===== config.mk =====
export PLATFORM = sky130hd
export DESIGN_NAME = bus_arbiter
export DESIGN_NICKNAME = d
export VERILOG_FILES = /design/src/rtl/bus_arbiter.sv
export SDC_FILE = /design/constraint.sdc
export NUM_CORES = 1
export LEC_CHECK = 0
export ABC_AREA = 0
export BUFFER_PORTS_ARGS = -buffer_cell sky130_fd_sc_hd__buf_2
export CAP_MARGIN = 15
export CORE_AREA = 5 5 116 118
export DETAILED_ROUTE_END_ITERATION = 10
export DIE_AREA = 0 0 121 123
export PLACE_DENSITY_LB_ADDON = 0.05
export SYNTH_ARGS = -nofsm -noshare
export SYNTH_HDL_FRONTEND = slang
export SYNTH_SLANG_ARGS = --single-unit

===== constraint.sdc =====
create_clock -name clock -period 1.4 [get_ports clock]
set_input_delay 0.21 -clock clock [delete_from_list [all_inputs] [get_ports clock]]
set_output_delay 0.21 -clock clock [all_outputs]
set_load 0.005 [all_outputs]

===== src/rtl/bus_arbiter.sv =====
// bus_arbiter: two-port (fetch F, load/store L) owner arbiter for the single
// system bus master. One owner per transaction; non-owners see a busy bus.

package bus_arbiter_pkg;
  typedef logic [1:0] resp_t;
  localparam resp_t RESP_OKAY  = 2'b00;
  localparam resp_t RESP_ERROR = 2'b10;
endpackage

module bus_arbiter
  import bus_arbiter_pkg::*;
#(
  parameter int LSU_PRIORITY = 1
) (
  input  logic        clock,
  input  logic        nreset,
  // fetch port
  input  logic        f_start,
  input  logic [31:0] f_address,
  input  logic        f_write,
  input  logic [31:0] f_write_data,
  output logic        f_available,
  output logic        f_ready,
  output resp_t       f_response,
  output logic [31:0] f_read_data,
  // load/store port
  input  logic        l_start,
  input  logic [31:0] l_address,
  input  logic        l_write,
  input  logic [31:0] l_write_data,
  output logic        l_available,
  output logic        l_ready,
  output resp_t       l_response,
  output logic [31:0] l_read_data,
  // interconnect side
  output logic        bus_start,
  output logic [31:0] bus_address,
  output logic        bus_write,
  output logic [31:0] bus_write_data,
  input  logic        bus_available,
  input  logic        bus_ready,
  input  resp_t       bus_response,
  input  logic [31:0] bus_read_data,
  output logic [1:0]  grant
);

  // State encoding doubles as the one-hot grant, so grant is a pure register.
  typedef enum logic [1:0] {
    IDLE  = 2'b00,
    OWN_F = 2'b01,
    OWN_L = 2'b10
  } state_e;

  localparam bit LPRIO = (LSU_PRIORITY != 0);

  state_e state;
  logic   last_l;  // 1: most recent grant went to L

  // L wins a tie under fixed priority, or under round-robin when F went last.
  logic pick_l;
  assign pick_l = l_start && (!f_start || LPRIO || !last_l);

  // Ownership FSM: grant from IDLE only, release on the owner's first start low.
  always_ff @(posedge clock or negedge nreset) begin
    if (!nreset) begin
      state  <= IDLE;
      last_l <= 1'b1;
    end else begin
      unique case (state)
        IDLE: begin
          if (pick_l) begin
            state  <= OWN_L;
            last_l <= 1'b1;
          end else if (f_start) begin
            state  <= OWN_F;
            last_l <= 1'b0;
          end
        end
        OWN_F:   if (!f_start) state <= IDLE;
        OWN_L:   if (!l_start) state <= IDLE;
        default: state <= IDLE;
      endcase
    end
  end

  assign grant = state;

  // Request mux toward the interconnect: owner's request, zeros when idle.
  always_comb begin
    bus_start      = 1'b0;
    bus_address    = '0;
    bus_write      = 1'b0;
    bus_write_data = '0;
    if (state == OWN_F) begin
      bus_start      = f_start;
      bus_address    = f_address;
      bus_write      = f_write;
      bus_write_data = f_write_data;
    end else if (state == OWN_L) begin
      bus_start      = l_start;
      bus_address    = l_address;
      bus_write      = l_write;
      bus_write_data = l_write_data;
    end
  end

  // Reply routing: owner sees the bus, non-owner sees busy; in IDLE both see
  // available/ready so either can start, but late reply data is dropped.
  always_comb begin
    f_available = 1'b0;
    f_ready     = 1'b0;
    f_response  = RESP_OKAY;
    f_read_data = '0;
    l_available = 1'b0;
    l_ready     = 1'b0;
    l_response  = RESP_OKAY;
    l_read_data = '0;
    unique case (state)
      OWN_F: begin
        f_available = bus_available;
        f_ready     = bus_ready;
        f_response  = bus_response;
        f_read_data = bus_read_data;
      end
      OWN_L: begin
        l_available = bus_available;
        l_ready     = bus_ready;
        l_response  = bus_response;
        l_read_data = bus_read_data;
      end
      default: begin
        f_available = bus_available;
        f_ready     = bus_ready;
        l_available = bus_available;
        l_ready     = bus_ready;
      end
    endcase
  end

endmodule

# Word level (Yosys, flattened, before mapping)

Index checks and enable logic that the tools add are counted.

Equal/unequal tests: 5
Multiplexer cells: 21
Reduce and logical (&&, ||, !) cells: 2

Operators with widths:

| cell                                                             | number |
|---|---|
| 32-bit 2-to-1 mux                                                | 6 |
| 2-bit 2-to-1 mux                                                 | 6 |
| 1-bit 2-to-1 mux                                                 | 8 |
| 2-bit one-hot mux with 3 select lines                            | 1 |
| 2-bit != test (second input constant)                            | 2 |
| 3-bit != test (second input constant)                            | 1 |
| 3-bit AND reduction                                              | 1 |
| 2-bit by 1-bit == test with 1-bit output (second input constant) | 1 |
| 2-bit == test (second input constant)                            | 1 |
| 2-bit zero test                                                  | 1 |

Bits in registers: 2
Input bits: 170
Output and inout port bits: 140
Logic and storage cells: 29

# Longest topological paths before layout

Word-level depth: 3
Gate-level depth with buffers: 4
Mapped depth without buffers: 2

# Least setup slack after synthesis

OpenSTA, ideal clock, no wires.

Path type: reg2out
Start point: reg state[1], in the netlist grant[1]
End point: out bus_address[0]
Arrival time: 1.095 ns
Required time: 1.190 ns
Slack: 0.095 ns
Stages on the path, launching flop included: 5
Buffers on the path: 2
Path through: dfrtp_1 nor2b_2 buf_4 buf_2 a22o_1

Word-level cells in the longest chain between the ends: 3
Elaborated cells between the ends (all ways): 4
Those cells by class: eq/ne: 2; mux: 2

RTL lines:

| element                  | line | RTL |
|---|---|---|
| start: declaration       | 56   | `state_e state;` |
| start signal: assignment | 66   | `state <= IDLE;` |
| start signal: assignment | 72   | `state <= OWN_L;` |
| start signal: assignment | 75   | `state <= OWN_F;` |
| 2-bit == test            | 99   | `end else if (state == OWN_L) begin` |
| 32-bit 2-to-1 mux        | 99   |  |
| 32-bit 2-to-1 mux *      | 94   | `if (state == OWN_F) begin` |
| end: declaration         | 37   | `output logic [31:0] bus_address,` |

Every way passes the cells marked *; elsewhere a longest branch is shown, timed or not.

# Worst setup path after layout

Start point: reg state[1], in the netlist grant[1]
End point: out bus_write_data[15]

Word-level cells in the longest chain between the ends: 3
Elaborated cells between the ends (all ways): 4
Those cells by class: eq/ne: 2; mux: 2

RTL lines:

| element             | line | RTL |
|---|---|---|
| 2-bit == test       | 99   |  |
| 32-bit 2-to-1 mux   | 99   |  |
| 32-bit 2-to-1 mux * | 94   |  |
| end: declaration    | 39   | `output logic [31:0] bus_write_data,` |

Marked as above.

==> impl_metrics.csv <==
group,metric,value,unit
grt,grt_first_pass_wirelength,13070,um
critical_path,critical_path.max_fanout,22,
finish,final_layout_size_suffix_gt1_share,75.89,%
sta,fin_worst_skew,0.0001487,ns
critical_path,path_cells,"nor2b_4 > buf_12 > buf_12 > a22o_1 > buf_2",
finish,num-nets-final,649,
min_path,hold_path.class,"primary input to flop",
yosys,synth_seq_cells,2,
critical_path,timing.setup.critical_path_class,"flop to output port",
status,outcome,"complete, but fails checks",
die,die_width,121,um
critical_path,critPathMostFrequentCell,"sky130_fd_sc_hd__buf_12",
finish,mostFrequentLayoutCell,"sky130_fd_sc_hd__buf_2",
finish,area.growth.synth_to_final,192.6,%
critical_path,crit_path_capture_type,"output port",
critical_path,cp_num_buf_inv,3,
clocking,cts_buffers,3,
detailed_routing,totalWireLength,10330,um
run,cap_viol_max_count,0,
yosys,synth_top_cell_area_share,47.09,%
detailed_routing,via_count,2572,
clocking,clk_transition_reported_paths,0.03,ns
pwr,powerDensity,464.3,nW/um^2
yosys,synthesis.area,1227,um^2
finish,diodes,0,
clocking,htree_num_levels,1,
finish,largest_register_ff_count,2,
clocking,clock_tree_from_tritoncts,"done",
grt,initial_antenna_violation_count,0,
critical_path,crit_slowest_cell,"sky130_fd_sc_hd__dfrtp_1",
clocking,numClockSinks,2,
status,violations,"negative setup slack",
critical_path,worst_path_dominant_cell_family,"buffers and inverters",
detailed_routing,detailed_route_wire_length_per_cell,15.91,um
sta,minimum_clock_period_after_layout,1.634,ns
die,floorplan_die_area,14880,um^2
finish,final_cell_mix,"sky130_fd_sc_hd__buf_2, sky130_fd_sc_hd__a22o_1, sky130_fd_sc_hd__and2_1, sky130_fd_sc_hd__buf_6, sky130_fd_sc_hd__and2_4",
sta,worst-slew-pin-transition,0.2004,ns
sta,rsz0062_at_grt,"true",
grt,maximum_number_of_pins_on_one_net_before_global_route_repair,45,
detailed_routing,firstDrtPassIters,4,
sta,worst_slack,-0.2336,ns
sta,finalMaxSlewViolations,0,
pwr,cellLeakagePower,0.002143,uW
sta,finalHoldViolations,0,
sta,report.final.setup_viol,138,
grt,via_count_of_the_first_global_routing_pass,2453,
critical_path,required,1.19,ns
critical_path,start_kind,"flop",
finish,n_fill_cell,1372,
detailed_routing,remaining_drc_errors,0,
sta,max_clock_freq,612.2,MHz
yosys,mappedNetlistNets,337,
die,die_height,123,um
critical_path,cp_slowest_stage_delay,0.38,ns
placement,place_worst_setup_slack,-0.01456,ns
detailed_routing,detailedRoute.firstIterationViolations,37,
yosys,synth_largest_area_cell,"sky130_fd_sc_hd__a22o_1",
yosys,synth_seq_area_share,4.077,%
grt,globalRouteTotalUtil,11.12,%
die,placement_rows,41,
detailed_routing,ant_nets,0,
placement,placement.io_buffers,309,
die,start_util,9.928,%
yosys,synth.yosys.warnings,0,
yosys,post_synth_num_cell_types,9,
critical_path,crit_arrival,1.42,ns
detailed_routing,viasPerCell,3.963,
yosys,synth.avg_cell_area,7.350,um^2
yosys,synth.top_cells.by_area,"sky130_fd_sc_hd__a22o_1, sky130_fd_sc_hd__and2_1, sky130_fd_sc_hd__buf_2",
pwr,peakVddDrop,306.5,uV
clocking,clockBufferDepth,2,
sta,timing.max_slew.rel_slack,86.64,%
die,core_area,12360,um^2
die,io_pins,310,
yosys,netlist_instances,167,
sta,timing.final.crit_share,116.7,%
clocking,cts_root_buf,"sky130_fd_sc_hd__clkbuf_16",
placement,globalplace.congestion,0.7325,
sta,fin_tns_setup,-25.31,ns
placement,dp_hpwl,7853,um
grt,grt-ovfl-total,0,
clocking,insertion_delay,0.22,ns
what timing repair did:
action / CTS / global route
hold buffers: 1 / 0
setup buffers: 4 / 1
resized for setup: 11 / 61
pin swaps: 0 / 26
setup endpoints to repair: 138 / 138
gates cloned: 3 / 5
endpoints found under the hold margin: 2 / 0
routing by layer:
| metal | vias to the layer above | share of wire [%] | GRT usage, % |
|---|---|---|---|
| met5 | - | 0 | 0 |
| met4 | 0 | 0.45 | 1.629 |
| met3 | 4 | 10 | 2.882 |
| met2 | 169 | 57 | 24.21 |
| met1 | 1159 | 32 | 10.27 |
| li1 | 1240 | - | - |
worst register-to-register path, cell delays in order (launching register included):
cell and delay, ns:
sky130_fd_sc_hd__dfrtp_1 0.38, sky130_fd_sc_hd__buf_4 0.14, sky130_fd_sc_hd__buf_4 0.12, sky130_fd_sc_hd__nor2b_1 0.14
sky130_fd_sc_hd__nor2b_1 0.15
cell families (layout without fill, tap and decap cells):
logic type,Yosys count,in the layout,share of synthesized area (%)
simple gates,77,77,39.55
buf+inv,22,332,9.275
flops,2,2,4.078
compound gates,66,66,47.09
cells in the mapped netlist:
library cell,n
sky130_fd_sc_hd__buf_2,19
sky130_fd_sc_hd__dfrtp_1,2
sky130_fd_sc_hd__and2_1,68
sky130_fd_sc_hd__nor2b_2,1
sky130_fd_sc_hd__buf_4,2
sky130_fd_sc_hd__nor2b_1,7
sky130_fd_sc_hd__clkbuf_1,1
sky130_fd_sc_hd__a22o_1,66
sky130_fd_sc_hd__and2b_1,1
power by group:
| group | switching [uW] | internal, uW | leakage [uW] |
|---|---|---|---|
| sequential | 3.79 | 62.1 | 0.0000253 |
| clock | 63.1 | 363 | 0.0000370 |
| combinational | 450 | 725 | 0.00208 |
| total | 517 | 1150 | 0.00214 |
per-stage QoR:
step	instances	cell area (um^2)	hold slack (ns)	utilization, %	total power, uW
floorplan	167	1227	-0.08559	-	439.5
global placement	633	2984	-0.0008261	24.14	1004
detailed placement	633	2984	0.003258	24.14	998.3
CTS	644	3212	0.2652	25.98	1516
global route	649	3591	0.2778	29.05	1793
finish	649	3591	0.2688	29.05	1667
layout make-up:
class,count,area [um^2],area share (%)
multi-input cells,143,1154,32.13
repair buffers,329,2097,58.40
flip-flops and latches,2,50.05,1.394
clock buffers,3,75.07,2.091
well taps,172,215.2,5.993
path summary, 6_finish.rpt:
kind,start,to,slack [ns],depth (start not counted)
setup / recovery,grant[1],bus_write_data[15],-0.23,5
hold / removal,l_start,grant[1],0.27,2
setup reg to reg,grant[1],grant[0],0.40,4
hold reg to reg,grant[0],grant[1],0.64,2
max in group asynchronous,nreset,grant[1],0.97,2
min in group asynchronous,nreset,grant[0],0.33,2
(Power assumes the default switching activity.)
